`src/rtl/spi_ram_pkg.sv`:
```
// Shared definitions for the SPI slave front-end of the single-port RAM
// subsystem: FSM state encoding and the 2-bit frame command codes.
// No ports.

package spi_ram_pkg;

   // state     | meaning
   // IDLE      | SS_n high or not yet seen low; nothing in progress
   // CHK_CMD   | sampling cmd[1] to pick the frame path
   // WRITE     | shifting in cmd[0] + payload of a write frame
   // READ_ADD  | shifting in a read frame while no read address is pending
   // READ_DATA | shifting in a read frame while a read address is pending
   // READ_WAIT | waiting for tx_valid from the RAM
   // READ_SEND | serialising the captured read word on MISO
   // HOLD      | frame finished; ignore MOSI until SS_n rises
   typedef enum logic [2:0] {
      IDLE,
      CHK_CMD,
      WRITE,
      READ_ADD,
      READ_DATA,
      READ_WAIT,
      READ_SEND,
      HOLD
   } state_t;

   localparam logic [1:0] CMD_WR_ADDR = 2'b00;
   localparam logic [1:0] CMD_WR_DATA = 2'b01;
   localparam logic [1:0] CMD_RD_ADDR = 2'b10;
   localparam logic [1:0] CMD_RD_DATA = 2'b11;

endpackage

```
`src/rtl/spi_shift_reg.sv`:
```
// Parallel-load serial shift register with selectable direction.
// MSB_FIRST=1 shifts toward the MSB (serial input enters at bit 0);
// MSB_FIRST=0 shifts toward the LSB (serial input enters at the top bit).
// Ports:
//   clk, rst_n    clock, synchronous active-low reset
//   i_load        load i_load_data (takes priority over shift)
//   i_load_data   parallel load value
//   i_shift       shift one position, inserting i_ser_in
//   i_ser_in      serial input bit
//   o_par_next    register contents after one shift with i_ser_in; lets the
//                 owner capture a complete word on the same edge the last
//                 bit arrives, or drive the next outgoing bit from a register

module spi_shift_reg #(
   parameter int WIDTH     = 8,
   parameter bit MSB_FIRST = 1'b1
) (
   input  logic             clk,
   input  logic             rst_n,
   input  logic             i_load,
   input  logic [WIDTH-1:0] i_load_data,
   input  logic             i_shift,
   input  logic             i_ser_in,
   output logic [WIDTH-1:0] o_par_next
);

   logic [WIDTH-1:0] r_data;

   always_comb begin
      if (MSB_FIRST) o_par_next = {r_data[WIDTH-2:0], i_ser_in};
      else           o_par_next = {i_ser_in, r_data[WIDTH-1:1]};
   end

   always_ff @(posedge clk) begin
      if (!rst_n)       r_data <= '0;
      else if (i_load)  r_data <= i_load_data;
      else if (i_shift) r_data <= o_par_next;
   end

endmodule

```
`src/rtl/spi_slave_ram_if.sv`:
```
// SPI slave front-end for the single-port RAM. Deserialises
// {cmd[1:0], payload} frames from MOSI into rx_data/rx_valid and, for
// read-data commands, returns the RAM word on MISO. Also reports read
// sequence errors, frame aborts and busy.
// Ports:
//   clk, rst_n     SPI clock (rising edge), synchronous active-low reset
//   SS_n, MOSI     slave select (active low) and serial data in
//   tx_valid       RAM read data valid (only honoured in READ_WAIT)
//   tx_data        RAM read data
//   rx_data        {cmd, payload} of the last completed frame
//   rx_valid       one-cycle pulse, rx_data valid
//   MISO           serial data out, 0 when not sending
//   busy           high whenever not IDLE
//   rd_seq_err     one-cycle pulse, read-data command without pending address
//   frame_abort    one-cycle pulse, SS_n rose mid-frame or mid-reply

module spi_slave_ram_if
   import spi_ram_pkg::*;
#(
   parameter int DATA_W    = 8,
   parameter bit MSB_FIRST = 1'b1
) (
   input  logic              clk,
   input  logic              rst_n,
   input  logic              SS_n,
   input  logic              MOSI,
   input  logic              tx_valid,
   input  logic [DATA_W-1:0] tx_data,
   output logic [DATA_W+1:0] rx_data,
   output logic              rx_valid,
   output logic              MISO,
   output logic              busy,
   output logic              rd_seq_err,
   output logic              frame_abort
);

   localparam int CNT_W = $clog2(DATA_W + 2);
   // Down-counter start values; terminal count is zero in both directions.
   localparam logic [CNT_W-1:0] RX_START = CNT_W'(DATA_W);
   localparam logic [CNT_W-1:0] TX_START = CNT_W'(DATA_W - 1);

   state_t            r_state;
   logic [CNT_W-1:0]  r_cnt;
   logic              r_cmd_hi;
   logic              r_cmd_lo;
   logic              r_rd_addr_done;
   logic [DATA_W+1:0] r_rx_data;
   logic              r_rx_valid;
   logic              r_miso;
   logic              r_rd_seq_err;
   logic              r_frame_abort;

   logic              w_in_rx;
   logic              w_rx_shift;
   logic              w_tx_load;
   logic              w_tx_shift;
   logic [1:0]        w_cmd;
   logic [DATA_W-1:0] w_rx_next;
   logic [DATA_W-1:0] w_tx_next;
   logic              w_tx_first_bit;
   logic              w_tx_next_bit;

   assign w_in_rx    = (r_state == WRITE) || (r_state == READ_ADD) ||
                       (r_state == READ_DATA);
   // The first edge in an RX state carries cmd[0], which is kept apart from
   // the payload so payload bit order never affects the command bits.
   assign w_rx_shift = w_in_rx && !SS_n && (r_cnt != RX_START);
   assign w_tx_load  = (r_state == READ_WAIT) && !SS_n && tx_valid;
   assign w_tx_shift = (r_state == READ_SEND) && !SS_n && (r_cnt != '0);
   assign w_cmd      = {r_cmd_hi, r_cmd_lo};

   assign w_tx_first_bit = MSB_FIRST ? tx_data[DATA_W-1]   : tx_data[0];
   assign w_tx_next_bit  = MSB_FIRST ? w_tx_next[DATA_W-1] : w_tx_next[0];

   spi_shift_reg #(
      .WIDTH     (DATA_W),
      .MSB_FIRST (MSB_FIRST)
   ) u_rx_shift (
      .clk         (clk),
      .rst_n       (rst_n),
      .i_load      (1'b0),
      .i_load_data ('0),
      .i_shift     (w_rx_shift),
      .i_ser_in    (MOSI),
      .o_par_next  (w_rx_next)
   );

   spi_shift_reg #(
      .WIDTH     (DATA_W),
      .MSB_FIRST (MSB_FIRST)
   ) u_tx_shift (
      .clk         (clk),
      .rst_n       (rst_n),
      .i_load      (w_tx_load),
      .i_load_data (tx_data),
      .i_shift     (w_tx_shift),
      .i_ser_in    (1'b0),
      .o_par_next  (w_tx_next)
   );

   always_ff @(posedge clk) begin
      if (!rst_n) begin
         r_state        <= IDLE;
         r_cnt          <= '0;
         r_cmd_hi       <= 1'b0;
         r_cmd_lo       <= 1'b0;
         r_rd_addr_done <= 1'b0;
         r_rx_data      <= '0;
         r_rx_valid     <= 1'b0;
         r_miso         <= 1'b0;
         r_rd_seq_err   <= 1'b0;
         r_frame_abort  <= 1'b0;
      end else begin
         r_rx_valid    <= 1'b0;
         r_rd_seq_err  <= 1'b0;
         r_frame_abort <= 1'b0;

         if (SS_n && (r_state != IDLE) && (r_state != HOLD)) begin
            // rd_addr_done is left alone so an aborted read can be retried.
            r_frame_abort <= 1'b1;
            r_miso        <= 1'b0;
            r_state       <= IDLE;
         end else begin
            case (r_state)
               IDLE: begin
                  if (!SS_n) r_state <= CHK_CMD;
               end

               CHK_CMD: begin
                  r_cmd_hi <= MOSI;
                  r_cnt    <= RX_START;
                  if (!MOSI)               r_state <= WRITE;
                  else if (r_rd_addr_done) r_state <= READ_DATA;
                  else                     r_state <= READ_ADD;
               end

               WRITE, READ_ADD, READ_DATA: begin
                  if (r_cnt == RX_START) begin
                     r_cmd_lo <= MOSI;
                     r_cnt    <= r_cnt - 1'b1;
                  end else if (r_cnt != '0) begin
                     r_cnt <= r_cnt - 1'b1;
                  end else begin
                     r_rx_data <= {w_cmd, w_rx_next};
                     r_state   <= HOLD;
                     if (r_state == WRITE) begin
                        r_rx_valid <= 1'b1;
                     end else if (r_state == READ_ADD) begin
                        if (w_cmd == CMD_RD_DATA) begin
                           r_rd_seq_err <= 1'b1;
                        end else begin
                           r_rx_valid     <= 1'b1;
                           r_rd_addr_done <= 1'b1;
                        end
                     end else begin
                        r_rx_valid <= 1'b1;
                        if (w_cmd == CMD_RD_DATA) r_state <= READ_WAIT;
                     end
                  end
               end

               READ_WAIT: begin
                  if (tx_valid) begin
                     r_miso  <= w_tx_first_bit;
                     r_cnt   <= TX_START;
                     r_state <= READ_SEND;
                  end
               end

               READ_SEND: begin
                  if (r_cnt == '0) begin
                     r_miso         <= 1'b0;
                     r_rd_addr_done <= 1'b0;
                     r_state        <= HOLD;
                  end else begin
                     r_miso <= w_tx_next_bit;
                     r_cnt  <= r_cnt - 1'b1;
                  end
               end

               HOLD: begin
                  if (SS_n) r_state <= IDLE;
               end

               default: r_state <= IDLE;
            endcase
         end
      end
   end

   assign rx_data     = r_rx_data;
   assign rx_valid    = r_rx_valid;
   assign MISO        = r_miso;
   assign busy        = (r_state != IDLE);
   assign rd_seq_err  = r_rd_seq_err;
   assign frame_abort = r_frame_abort;

endmodule

```
`config.mk`:
```
export PLATFORM = sky130hd
export DESIGN_NAME = spi_slave_ram_if
export DESIGN_NICKNAME = d
export VERILOG_FILES = /design/src/rtl/spi_ram_pkg.sv /design/src/rtl/spi_shift_reg.sv /design/src/rtl/spi_slave_ram_if.sv
export SDC_FILE = /design/constraint.sdc
export NUM_CORES = 1
export LEC_CHECK = 0
export CAP_MARGIN = 20
export CORE_ASPECT_RATIO = 1.25
export CORE_MARGIN = 1
export CORE_UTILIZATION = 57
export CTS_CLUSTER_DIAMETER = 50
export DETAILED_ROUTE_END_ITERATION = 10
export PLACE_DENSITY_LB_ADDON = 0.15
export SYNTH_ARGS = -nofsm -noshare
export SYNTH_HDL_FRONTEND = slang
export SYNTH_SLANG_ARGS = --single-unit
```
`constraint.sdc`:
```
create_clock -name clk -period 5.7 [get_ports clk]
set_clock_uncertainty 0.1 [all_clocks]
set_input_delay 0.855 -clock clk [delete_from_list [all_inputs] [get_ports clk]]
set_output_delay 0.855 -clock clk [all_outputs]
set_load 0.005 [all_outputs]
```
* After elaboration in Yosys (flattened, before gate mapping)
Cells that the tools add are included.
** Operators by class
- Bitwise operators :: 6
- Equal/unequal tests :: 22
- Muxes and demuxes :: 34
- $add $sub $neg :: 1
- Reductions and logical operators :: 30
** Operators with widths (number)
- 3-bit two-way mux :: 8
- 2-bit != test, second input constant :: 9
- 3-bit case mux with 6 select lines :: 1
- 4-bit two-way mux :: 4
- 4-bit case mux with 4 select lines :: 1
- 7-bit two-way mux :: 2
- 1-bit two-way mux :: 13
- 3-bit == test, second input constant :: 4
- 1-bit logical AND :: 8
- 8-bit AND reduction :: 1
- 4-bit nonzero test :: 2
- 7-bit OR reduction :: 1
- 3-bit by 2-bit == test with 1-bit output, second input constant :: 2
- 2-bit two-way mux :: 3
- 3-bit != test, second input constant :: 2
- 1-bit NOT :: 6
- 6-bit AND reduction :: 1
- 2-bit nonzero test :: 3
- 5-bit AND reduction :: 1
- 5-bit OR reduction :: 1
- 4-bit == test, second input constant :: 1
- 4-bit zero test :: 1
- 4-bit != test, second input constant :: 1
- 1-bit case mux with 2 select lines :: 2
- other kinds (13) :: 15
** Storage, ports and cells
- Output and inout port bits :: 15
- Bits in registers :: 38
- Logic and storage cells :: 105

* Longest topological paths before layout
Gate-level depths: netlist of run 1.
- Depth after elaboration :: 7
- Mapped depth :: 8
- Mapped depth without buffers :: 6

* Modules after synthesis
A second synthesis of run 1 with hierarchy kept.
** Unflattened totals
- Cell total of the unflattened synthesis :: 228
- Area total of the unflattened synthesis :: 2162.1 um^2
** By module, submodules not included
- spi_slave_ram_if :: area each 1396.3 um^2, times used 1, sequential area each 480.5 um^2, cells an instance 166
- spi_shift_reg :: area each 382.9 um^2, times used 2, sequential area each 140.1 um^2, cells an instance 31

* Worst setup path before layout of run 1
No wires, ideal clock.
- Kind :: flip-flop to flip-flop
- Start point :: register r_cnt[0]
- End point :: register r_rx_data[0], in the netlist rx_data[0]
- Data required time :: 5.472 ns
- Setup slack :: 3.782 ns
- Data arrival time :: 1.690 ns
- Clock period less this slack :: 1.918 ns
- Path buffers :: 2
- Cell stages (with the launch flop) :: 9
- Cell sequence :: dfxtp_1 > inv_1 > ha_1 > or3b_1 > buf_6 > a211oi_4 > buf_6 > mux2i_1 > nor2_1
** Between the ends
- Longest elaborated chain between the ends :: 3
** Ends and longest elaborated chain
- from (decl) :: line spi_slave_ram_if.sv:43 : logic [CNT_W-1:0] r_cnt;
- from (signal assigned) :: line spi_slave_ram_if.sv:140 : r_cnt <= r_cnt - 1'b1;
- from (signal assigned) :: line spi_slave_ram_if.sv:142 : r_cnt <= r_cnt - 1'b1;
- from (signal assigned) :: line spi_slave_ram_if.sv:177 : r_cnt <= r_cnt - 1'b1;
- 4-bit == test / 4-bit nonzero test (equally long branches) :: line spi_slave_ram_if.sv:138, spi_slave_ram_if.sv:141
- 1-bit NOT (no source line)
- 4-bit AND reduction (no source line) *
- to (signal assigned) :: line spi_slave_ram_if.sv:144 : r_rx_data <= {w_cmd, w_rx_next};
- to (decl) :: line spi_slave_ram_if.sv:47 : logic [DATA_W+1:0] r_rx_data;
Every way passes the cells marked *; elsewhere a longest branch is shown, timed or not.
A chain may end at the register's enable or synchronous reset.

* Worst setup path in the final report of run 1
- Start point :: register r_state[1]
- End point :: output busy
** Between the ends
- Longest elaborated chain between the ends :: 1
** Ends and longest elaborated chain
- from (decl) :: line spi_slave_ram_if.sv:42 : state_t r_state;
- from (signal assigned) :: line spi_slave_ram_if.sv:103 : r_state <= IDLE;
- from (signal assigned) :: line spi_slave_ram_if.sv:122 : r_state <= IDLE;
- from (signal assigned) :: line spi_slave_ram_if.sv:126 : if (!SS_n) r_state <= CHK_CMD;
- 3-bit nonzero test :: line spi_slave_ram_if.sv:194 : assign busy = (r_state != IDLE);
- to (decl) :: line spi_slave_ram_if.sv:32 : output logic busy,
Every way passes these cells.

==> metrics, run 1 <==
status=completed; setup TNS=0 ns; Syn. warnings=0; # port buffers=27; P_leak=0.695 nW; crit-path cells=or3_1 > clkdlybuf4s50_1; CP peak stage delay=0.81 ns; max-capacitance violation count=0; slew margin rel.=51.4%; Slew Limit Fails=0; Yosys top cell by area=dfxtp_1; Die Span Y=65.0 um; Cell Pwr Density=241 mW/mm^2; initial antenna violation count=0; Congestion Overflow GR=0; top_reg_cell synth=dfxtp_1; first-pass GRT wire length=6380 um; ranking of synthesized cells by area=dfxtp_1 42%, mux2i_1 11%, nor2_1 5.4%, o221a_1 3.1%, o2bb2ai_1 2.9%; Final Hold Vio Count=0; setup slack, reg-to-reg=3.21 ns; drt first pass iters=4; Layout area overhead=16.9%; synthesized net count=206; Synth top area share=42.0%; count of different cell masters after synthesis=46; CP required=4.74 ns; Worst-Margin Slew=0.728 ns; Max Fclk=346 MHz; RR Endpoint=rx_data[4]; critical path start-end classification=register to output port; vias in the first global route=1440; Core ar.=0.00297 sq mm; Max stage delay cell, worst path=dfxtp_1; dpl cells=243; CP max FO=23; top cells by count, synth=38 x dfxtp_1, 26 x nor2_1, 20 x mux2i_1; Vias/cell=6.05; CP Capture Type=output port; worst hold path class=register to register; routed vias=1518; num rows=22; min Tclk post-route=2.89 ns; clk sinks=38; RSZ-0062 raised after global routing=no; final critical-path share of the clock period=50.6%; Worst IR Drop VDD=0.235 mV; worst skew pair latency=0.35 ns; Mapped Area=0.00181 sq mm; pin count of the biggest net entering global routing=24; layout cells sized above 1=6.51%; Hold-fix buffers, CTS=0; CTS H-tree depth=2; Routed Antenna Nets=0; Post-synth EDFFs=0; root buffer cell=clkbuf_4; syn avg cell area=9.43 sq um; overall power=510 uW; CP Launch Type=register; hpwl dp=2730 um; overall routed net length=3860 um; initial drt markers=93; CTS tree=done; initial core utilization=60.9%; overall routing resource usage=25.3%; placer's final routability congestion estimate=0.905; CTS Buffer Depth=2; hold depth=1; Ports=28; Routed wire per std cell=15.4 um; FF-to-FF Start=r_cnt[0]; design area=0.00212 sq mm; final setup fails=0; CTS clk-pin slew, worst paths=0.12 ns; Post CTS Setup Buffer Count=0; Hold EP=u_tx_shift.r_data[4]; critical path data arrival time=1.93 ns; area post-placement=0.00206 sq mm; ys async rst share=0%; die area=0.00341 sq mm; Yosys reg bits=38; cell with the most instances after synthesis=dfxtp_1; register area share after synthesis=42.0%; Cells after Synth=192; DRC violation count after routing=0; # diodes=0; FF-to-FF path depth=6; TritonCTS buffer count=5; nets=228; # fillers=245; chip width=52.4 um; Cell Count, Final, Fillers Out=251; min-delay src=u_tx_shift.r_data[4]; worst hold slack=0.382 ns; PostCTS Resize Cnt=0
-- layout make-up --
class	count	area, sq um	area share [%]
Multi-Input combinational cell	134	956	45.2
Sequential cell	38	761	35.9
Timing Repair Buffer	27	270	12.8
Tap cell	36	45.0	2.13
Clock buffer	6	41.3	1.95
Inverter	8	30.0	1.42
Clock inverter	2	13.8	0.650
-- flip-flops by register name, indices dropped and copies added, names as in the netlist --
signal	flops
r_rd_addr_done	1
rx_data	10
MISO	1
frame_abort	1
rd_seq_err	1
r_state	3
r_cmd_hi	1
r_cmd_lo	1
u_tx_shift.r_data	7
r_cnt	4
rx_valid	1
u_rx_shift.r_data	7
-- cell families (layout without fill, tap and decap cells) --
logic type	after synthesis	count (layout)	synth area share [%]
DFF	38	38	42.0
AOI/OAI and AO/OA	51	51	23.4
adders and majority gates	1	1	0.691
and+or+nand+nor	62	62	17.7
buffers and inverters	20	43	5.18
muxes	20	20	11.1
-- how the worst max path moves through the flow --
stage                    start  cells after the start  slack (ns)    endpoint
finish              r_state[1]                      2        2.81        busy
global route        r_state[1]                      2        2.73        busy
CTS                 r_state[1]                      2        2.85        busy
detailed placement        SS_n                      4        2.83  rx_data[4]
global placement          SS_n                      4        2.91  rx_data[6]
floorplan             r_cnt[0]                      8        3.78  rx_data[0]
-- power by group --
group / internal [mW] / switching [mW] / total (mW)
Sequential: 0.272 / 0.0131 / 0.285
Clock: 0.0484 / 0.0905 / 0.139
Combinational: 0.0389 / 0.0472 / 0.0861
-- per-layer routing --
layer / share of wire [%] / vias to the layer above / track usage (%)
met1: 45 / 709 / 30.8
met3: 5.3 / 8 / 7.51
li1: - / 747 / -
met2: 48 / 54 / 39.6
met4: 1.9 / 0 / 12.8
met5: 0 / - / 0
-- metrics by stage --
| stage | utilization (%) | setup slack [ns] |
|---|---|---|
| after floorplan | - | 3.78 |
| after global placement | 69.4 | 2.91 |
| after detailed placement | 69.4 | 2.83 |
| after CTS | 71.2 | 2.85 |
| after global routing | 71.2 | 2.73 |
| final | 71.2 | 2.81 |
-- cell usage in the layout (no fill, tap or decap), types with 4 or more instances in the layout --
master,instances
inv_1,8
nor2_1,26
dfxtp_1,38
clkdlybuf4s50_1,27
nand3_1,5
o21ai_0,5
clkbuf_4,5
mux2i_1,20
o2bb2ai_1,6
a22oi_1,6
o221a_1,5
a21oi_1,9
nand2b_1,4
nand2_1,9
-- critical path, delay by kind of cell (launching register included) --
family                 cells  cell delay [ns]
AND/OR/NAND/NOR            1             0.25
flip-flops                 1             0.81
buffers and inverters      1             0.51
No activity file was read; power rests on OpenSTA's default activity.
==> inputs of run 2 (changes only) <==
CORE_UTILIZATION = 53   (was 57)
clock period = 2.7 ns   (was 5.7 ns; I/O delays follow)
==> metrics, run 2 (synthesized netlist as in run 1, its figures left out) <==
max-capacitance violation count=0; CP required=2.19 ns; # diodes=0; Hold-fix buffers, CTS=0; RSZ-0062 raised after global routing=no; final setup fails=0; Congestion Overflow GR=0; routed vias=1523; FF-to-FF path depth=4; worst skew pair latency=0.28 ns; hold depth=1; Clk pwr share=31.5%; max FFs per register=10; final critical-path share of the clock period=86.8%; status=completed; Comb pwr share=16.1%; TritonCTS buffer count=5; Post CTS Setup Buffer Count=0; Final Core Density=67.2%; PostCTS Resize Cnt=0; vias in the first global route=1359; FF-to-FF Start=r_state[1]; initial drt markers=37; Routed Antenna Nets=0; area post-placement=0.00209 sq mm; drt first pass iters=4; Final Hold Vio Count=0; Layout area overhead=19.6%; chip width=54.3 um; setup TNS=0 ns; RR Endpoint=u_rx_shift.r_data[0]; overall routed net length=3680 um; Routed wire per std cell=14.5 um; CTS H-tree depth=2; hpwl dp=2630 um; slew margin rel.=50.8%; worst hold path class=register to register; overall routing resource usage=22.7%; Placement Setup Slack=0.444 ns; sequential share of power=52.3%; CTS clk-pin slew, worst paths=0.07 ns; num rows=23; CP max FO=23; Slew Limit Fails=0; layout cells sized above 1=7.83%; Worst-Margin Slew=0.737 ns; switch share=27.2%; P_sw=310 uW; P_leak=0.722 nW; critical path start-end classification=register to output port; critical path data arrival time=1.84 ns; Worst IR Drop VDD=0.392 mV; Max Fclk=426 MHz; initial antenna violation count=0; nets=231; most frequent cells in the layout=38 x dfxtp_1, 27 x clkdlybuf4s50_1, 26 x nor2_1; DRC violation count after routing=0; Vias/cell=6.00; design area=0.00216 sq mm; Core ar.=0.00322 sq mm; setup slack, reg-to-reg=0.46 ns; clk sinks=38; CP Capture Type=output port; root buffer cell=clkbuf_8; Ports=28; min Tclk post-route=2.34 ns; CTS tree=done; Hold EP=u_tx_shift.r_data[5]; # port buffers=27; die area=0.00366 sq mm; Die Span Y=67.3 um; commonest non-fill, non-tap cell in the layout=dfxtp_1; Cell Pwr Density=527 mW/mm^2; internal power=830 uW; CTS Buffer Depth=2; pin count of the biggest net entering global routing=24; Worst Setup Slack, final=0.355 ns; placer's final routability congestion estimate=0.894; initial core utilization=56.2%; min-delay src=u_tx_shift.r_data[5]; CP Launch Type=register; first-pass GRT wire length=6070 um
[run 2: changes by cell type in the layout (fill, tap and decap cells not counted), sizes merged]
| cell | change |
|---|---|
| buf | +3 |
| clkbuf | -1 |
[run 2: how the worst max path moves through the flow]
stage                           from  slack (ns)  cells past startpoint                    to
after floorplan             r_cnt[0]        0.78                      8            rx_data[0]
after global placement          SS_n        0.52                      4  u_rx_shift.r_data[6]
after detailed placement        SS_n        0.44                      4  u_rx_shift.r_data[0]
after CTS                 r_state[1]        0.38                      2                  busy
after global routing      r_state[1]        0.27                      2                  busy
final                     r_state[1]        0.36                      2                  busy
[run 2: layout make-up]
type	count	area, sq um
fillers	266	1060
multi-input cells	134	956
flip-flops and latches	38	761
repair buffers	30	293
clock buffers	5	68.8
well taps	37	46.3
inverters	8	30.0
clock inverters	2	10.0
[run 2: per-layer routing]
metal | GRT usage (%) | wire (um)
met5 | 0 | 0
met4 | 12.2 | 89
met3 | 5.63 | 153
met2 | 36.7 | 1780
met1 | 27.0 | 1660
[run 2: critical path: stages (launching register included)]
cell and delay, ns:
dfxtp_1 0.80, or3_1 0.25, clkdlybuf4s50_1 0.51
[run 2: power by group through the flow]
stage / sequential [mW] / clock (mW) / combinational [mW]
finish: 0.597 / 0.360 / 0.184
global route: 0.598 / 0.395 / 0.202
CTS: 0.596 / 0.378 / 0.183
detailed placement: 0.609 / 0 / 0.182
global placement: 0.608 / 0 / 0.178
floorplan: 0.598 / 0 / 0.145
[run 2: through the flow]
stage                     hold WS (ns)  power [mW]  std cells
final                            0.362        1.14        254
after global routing             0.378        1.20        254
after CTS                        0.369        1.16        254
after detailed placement         0.347       0.791        247
after global placement           0.346       0.787        247
after floorplan                  0.332       0.742        192
